**src/rtl/if_id_queue.sv**
```systemverilog
// ---------------------------------------------------------------------------
// if_id_queue
//
// Decoupling queue between fetch and decode. It holds {pc, instruction}
// pairs in arrival order and presents the oldest one to decode through a
// valid/ready handshake. Fetch can keep filling the queue while decode is
// frozen. A branch flush drops every queued entry.
//
// Ports:
//   clk              system clock, rising edge
//   rst              asynchronous reset, active low
//   flush            synchronous clear of all entries (branch taken)
//   in_valid         fetch offers an entry
//   in_ready         queue has room (depends on registered count only)
//   in_pc            pc from fetch
//   in_instruction   instruction word from fetch
//   out_valid        head entry is valid
//   out_ready        decode takes the head this cycle
//   out_pc           head pc; zero when out_valid is low
//   out_instruction  head instruction; zero when out_valid is low (NOP)
//   count            number of occupied entries
// ---------------------------------------------------------------------------
module if_id_queue #(
    parameter int DEPTH = 4,
    parameter int WIDTH = 32
) (
    input  logic                       clk,
    input  logic                       rst,
    input  logic                       flush,
    input  logic                       in_valid,
    output logic                       in_ready,
    input  logic [WIDTH-1:0]           in_pc,
    input  logic [WIDTH-1:0]           in_instruction,
    output logic                       out_valid,
    input  logic                       out_ready,
    output logic [WIDTH-1:0]           out_pc,
    output logic [WIDTH-1:0]           out_instruction,
    output logic [$clog2(DEPTH):0]     count
);

    localparam int AW = $clog2(DEPTH);
    localparam int CW = AW + 1;
    localparam logic [CW-1:0] FULL_COUNT = CW'(DEPTH);

    logic [WIDTH-1:0] mem_pc    [DEPTH];
    logic [WIDTH-1:0] mem_instr [DEPTH];
    logic [AW-1:0]    wr_ptr;
    logic [AW-1:0]    rd_ptr;
    logic [CW-1:0]    count_q;
    logic             wr_en;
    logic             rd_en;

    // Full/empty come only from the registered count, so out_ready never
    // reaches in_ready combinationally and a full queue refuses a write
    // even while the head is being consumed.
    assign in_ready  = (count_q != FULL_COUNT);
    assign out_valid = (count_q != '0);
    assign count     = count_q;

    // Flush overrides both handshakes.
    assign wr_en = in_valid && in_ready && !flush;
    assign rd_en = out_valid && out_ready && !flush;

    // Decode sees a NOP (all zeros) whenever the queue is empty.
    assign out_pc          = out_valid ? mem_pc[rd_ptr]    : '0;
    assign out_instruction = out_valid ? mem_instr[rd_ptr] : '0;

    // Storage carries no reset; contents are only observed when valid.
    always_ff @(posedge clk) begin
        if (wr_en) begin
            mem_pc[wr_ptr]    <= in_pc;
            mem_instr[wr_ptr] <= in_instruction;
        end
    end

    // DEPTH is a power of two, so the pointers wrap by plain overflow.
    always_ff @(posedge clk or negedge rst) begin
        if (!rst) begin
            wr_ptr  <= '0;
            rd_ptr  <= '0;
            count_q <= '0;
        end else if (flush) begin
            wr_ptr  <= '0;
            rd_ptr  <= '0;
            count_q <= '0;
        end else begin
            if (wr_en) begin
                wr_ptr <= wr_ptr + AW'(1);
            end
            if (rd_en) begin
                rd_ptr <= rd_ptr + AW'(1);
            end
            case ({wr_en, rd_en})
                2'b10:   count_q <= count_q + CW'(1);
                2'b01:   count_q <= count_q - CW'(1);
                default: count_q <= count_q;
            endcase
        end
    end

endmodule

```
**config.mk**
```make
export PLATFORM = sky130hd
export DESIGN_NAME = if_id_queue
export DESIGN_NICKNAME = d
export VERILOG_FILES = /design/src/rtl/if_id_queue.sv
export SDC_FILE = /design/constraint.sdc
export NUM_CORES = 1
export LEC_CHECK = 0
export CORE_MARGIN = 10
export CORE_UTILIZATION = 45
export DETAILED_ROUTE_END_ITERATION = 8
export PLACE_DENSITY = 0.67
export SYNTH_ARGS = -nofsm -noshare
export SYNTH_HDL_FRONTEND = slang
export SYNTH_SLANG_ARGS = --single-unit
```
**constraint.sdc**
```tcl
create_clock -name clk -period 3.61 [get_ports clk]
set_clock_uncertainty 0.05 [all_clocks]
set_input_delay 0.722 -clock clk [delete_from_list [all_inputs] [get_ports clk]]
set_output_delay 0.722 -clock clk [all_outputs]
set_load 0.01 [all_outputs]
```
=== Word-level counts from Yosys, hierarchy flattened ===
Memories as Yosys holds them, arrays and structs flattened.
Index checks and enable logic that the tools add are counted.

* $add $sub $neg: 4
* Equality and inequality tests: 3
* Mux-type cells: 10
* Reduce and logical (&&, ||, !) cells: 9

{| class="wikitable"
|+ Operator list
! kind !! number
|-
| 32-bit two-way mux || 2
|-
| 2-bit two-way mux || 4
|-
| 3-bit one-hot mux with 2 select lines || 1
|-
| 3-bit nonzero test || 2
|-
| 2-bit by 1-bit adder with 2-bit output (second input constant) || 2
|-
| 1-bit logical AND || 4
|-
| 2-bit nonzero test || 2
|-
| 3-bit by 1-bit adder with 3-bit output (second input constant) || 1
|-
| 3-bit two-way mux || 1
|-
| 3-bit != test (second input constant) || 1
|-
| 3-bit by 1-bit subtractor with 3-bit output (second input constant) || 1
|-
| 2-bit by 1-bit == test with 1-bit output (second input constant) || 1
|-
| 2-bit == test (second input constant) || 1
|-
| 1-bit two-way mux || 2
|-
| 1-bit logical NOT || 1
|}

* Bits in registers: 7
* Memory bits (writable): 256
* Input port bits: 69
* Output and inout bits: 69
* Logic and storage cells: 31
* Memories kept: 2

{| class="wikitable"
|+ Memories
! name !! depth !! width !! read ports !! clocked after memory_dff !! write ports !! RTL line !! text
|-
| mem_instr || 4 || 32 || 1 || 0 || 1 || 46 || <nowiki>logic [WIDTH-1:0] mem_instr [DEPTH];</nowiki>
|-
| mem_pc || 4 || 32 || 1 || 0 || 1 || 45 || <nowiki>logic [WIDTH-1:0] mem_pc [DEPTH];</nowiki>
|}

=== Depth between registers and ports, before layout ===
Gate-level depths: netlist of the first run.

* Depth in word-level cells: 6
* Mapped depth: 8
* Mapped depth without buffers: 7

=== Least setup slack after synthesis of the first run ===
No wires, ideal clock.

* Path kind: input -> register
* From: input in_valid
* To: memory mem_instr[0][0], enable pin
* Library setup time: 0.429 ns
* Arrival: 2.909 ns
* Data required time: 3.131 ns
* Slack: 0.222 ns
* Cell stages on the path: 4
* Buffers on the path: 1
* Cells stage by stage: clkbuf_1 inv_1 nor3_1 and2_1

* Cells in the longest elaborated chain, start to end: 4

{| class="wikitable"
|+ Ends and longest elaborated chain
! element !! RTL line !! text
|-
| start, declared || 30 || <nowiki>input logic in_valid,</nowiki>
|-
| 1-bit logical AND (2 in a row) || 61 || <nowiki>assign wr_en = in_valid && in_ready && !flush;</nowiki>
|-
| 1-bit two-way mux || 70 || <nowiki>if (wr_en) begin</nowiki>
|-
| 1-bit two-way mux (not written as such) || 72 || <nowiki>mem_instr[wr_ptr] <= in_instruction;</nowiki>
|-
| end, declared || 46 ||
|}

No other way between the ends.

=== Worst setup path after layout of the first run ===
* From: register count_q[1] (netlist: count[1])
* To: output out_pc[10]

* Cells in the longest elaborated chain, start to end: 2

{| class="wikitable"
|+ Ends and longest elaborated chain
! element !! RTL line !! text
|-
| start, declared || 49 || <nowiki>logic [CW-1:0] count_q;</nowiki>
|-
| start signal, assigned || 94 || <nowiki>2'b10: count_q <= count_q + CW'(1);</nowiki>
|-
| start signal, assigned || 95 || <nowiki>2'b01: count_q <= count_q - CW'(1);</nowiki>
|-
| start signal, assigned || 96 || <nowiki>default: count_q <= count_q;</nowiki>
|-
| 3-bit nonzero test || 57 || <nowiki>assign out_valid = (count_q != '0);</nowiki>
|-
| 32-bit two-way mux || 65 || <nowiki>assign out_pc = out_valid ? mem_pc[rd_ptr] : '0;</nowiki>
|-
| end, declared || 36 || <nowiki>output logic [WIDTH-1:0] out_pc,</nowiki>
|}

No other way between the ends.

==> results of run 1 <==
critical path, stage by stage (launching register included):
cell	delay, ns
dfrtp_1	0.57
nor2_1	0.18
nand2_4	0.22
buf_4	0.31
and2_1	0.23
clkdlybuf4s50_1	0.56
cells in the final DEF (no fill, tap or decap), types with 2 or more instances in the layout:
master           instances
clkbuf_16               27
a21oi_1                  5
nand3b_1                 2
xor2_1                   2
nor3_1                   2
nor2_1                   5
nand2b_1                 4
inv_1                    6
clkinv_1                 9
buf_12                  10
clkinv_2                 2
dfrtp_1                  4
bufinv_16                4
and2_4                   4
dfrtp_4                  2
buf_4                   11
nand3_1                  3
o21ai_0                  3
ha_1                     4
clkbuf_1                 4
clkdlybuf4s50_1        137
mux4_2                  64
edfxtp_1               256
a2111oi_0                2
and2_1                  64
clkinvlp_4               2
per-layer routing:
metal	global-route usage [%]	wire length, µm	vias to the layer above
met3	3.34	1380	26
li1	-	-	2235
met5	0	10	-
met4	3.32	314	2
met1	17.6	8390	2609
met2	25.0	10700	153
registers in the layout, indices dropped and copies added (netlist names):
signal     flops
count          3
mem_instr    128
mem_pc       128
rd_ptr         2
wr_ptr         2
where the power goes:
part / internal (W) / total, W / switching, W / leakage [nW]
clock network: 0.00165 / 0.00275 / 0.00109 / 0.425
registers: 0.00346 / 0.00350 / 0.0000487 / 2.41
logic: 0.000695 / 0.00123 / 0.000539 / 1.31
total: 0.00580 / 0.00748 / 0.00168 / 4.15
through the flow:
stage          cell area (µm²)  setup WS [ns]  hold WS [ns]  power [W]
2_1_floorplan            10200          0.222         0.376    0.00419
3_3_place_gp             12100          0.588         0.537    0.00479
3_5_place_dp             12100          0.550         0.546    0.00481
4_1_cts                  12900        0.00459         0.411    0.00756
5_1_grt                  13000        0.00960         0.424    0.00778
6_report                 13000          0.235         0.421    0.00748
cells by family (layout without fill, tap and decap cells):
family          Yosys count  count (layout)  synth area share (%)
fa+ha+maj                 5               5                 0.685
simple gates             88              88                  5.21
xor+xnor                  3               3                 0.257
flops                   263             263                  76.9
buf+inv                  33             215                  1.74
compound gates           17              17                  1.10
mux                      64              64                  14.1
what timing repair did:
item / CTS / global route
setup endpoints to repair: 0 / 51
setup buffers: 0 / 6
gates resized for setup: 0 / 2
path summary, 6_finish.rpt:
path / to
max reg2reg: count[1]
max: out_pc[10]
max in group asynchronous: rd_ptr[0]
min: rd_ptr[1]
min in group clk: wr_ptr[1]
min reg2reg: wr_ptr[1]
cell type report:
cell class                      count  area, µm²  share of cell area [%]
Clock inverter                     19        196                    1.51
Timing Repair Buffer              159       1680                    12.9
Tap cell                          285        357                    2.74
Sequential cell                   263       7870                    60.5
Clock buffer                       31        691                    5.30
Multi-Input combinational cell    177       2200                    16.9
Inverter                            6       22.5                   0.173
==> results.toml, run 1 <==
[global_routing]
grt_first_pass_wirelength_um = 32400
grt_pass1_vias = 5647
grt_usage_pct = 14.3
grt_overflow = 0
antenna_found_initial = 1
grt_max_degree = 35

[clock_tree]
clk_latency_ns = 0.52
cts_sinks = 263
clk_pin_slew_ns = 0.06
cts_hold_repair.buffers = 0
htreeDepth = 1
root_buffer = "clkbuf_16"
cts_tree = "done"
cts_buffers = 27
clock_path_buffers = 3

[sta]
min_period_over_period_pct = 93.5
tightest_slew_ns = 0.484
hold_viol_final = 0
slew_headroom_pct = 66.9
fmax_mhz = 296
finalSetupViolCount = 0
rsz0062_at_grt = "no"
min_period_ns = 3.37
drv_slew = 0
finalSetupTns_ns = 0

[critical_path]
cp.required_ns = 2.84
timing.rr.start = "count[1]"
path_class = "flip-flop to primary output"
reg2reg_slack_ns = 1.23
rr_worst_depth = 5
arrival_ns = 2.60
cp-end-kind = "primary output"
crit_path_start_kind = "flip-flop"
critPathLaunch = "count[1]"
critical_path.max_fanout = 22

[final_layout]
nNetsFinal = 708
fillCellCount = 1656
layout-drive-gt1-share_pct = 20.0
fin_util_pct = 57.9
num_antenna_cells = 0
syn_to_final_growth_pct = 27.4
layout.cells.non_filler = 940

[synth]
yosysTopAreaCellShare_pct = 75.2
synthArstFlopShare_pct = 2.66
ys_ff_latch = 263
netlist_area_um2 = 10200
ys.flop_type = "edfxtp_1"
yosys.area.top_type = "edfxtp_1"
synth.most_common_cell = "edfxtp_1"
ys_types = 33
synth_edf_count = 256
ys_top_cells_by_area = "edfxtp_1, mux4_2, and2_1"
ys_top_cells_by_count = "edfxtp_1, and2_1, mux4_2"
avgSynthCellArea_um2 = 21.6
ys_seq_area_share_pct = 76.9
synth_nets = 547
syn-instance-count = 473
synth_warnings = 0

[run]
drv_cap = 0

[hold_path]
min_path_type = "input port to asynchronous set/reset pin"

[status]
status = "finished clean"

[die]
row_count = 55
die-area_um2 = 29100
coreArea_um2 = 22500
start_util_pct = 45.4
io_pins = 138
die_h_um = 171
die_w_um = 171

[place]
hpwl_um = 13200
dp_cells = 884
portBuffers = 137
gp_congestion = 0.731

[route]
finalWirelength_um = 20800
viasPerCell = 5.35
dr.pass1.iters = 4
vias = 5025
drc = 0
drt-initial-drc-count = 268
ant_nets = 0
wl_per_cell_um = 22.2

[power_and_ir_drop]
power_density_nw_per_um2 = 575
leakage_nw = 4.15
vdd_drop_max_v = 0.000350
(Power assumes the default switching activity.)
==> inputs of run 2 (changes only) <==
--- a/config.mk
+++ b/config.mk
@@ -8,6 +8,7 @@
 export CORE_MARGIN = 10
 export CORE_UTILIZATION = 45
 export DETAILED_ROUTE_END_ITERATION = 8
+export HOLD_SLACK_MARGIN = 0.08
 export PLACE_DENSITY = 0.67
 export SYNTH_ARGS = -nofsm -noshare
 export SYNTH_HDL_FRONTEND = slang
==> results of run 2 <==
The final DEF is identical to that of run 1; final timing and power are the same.
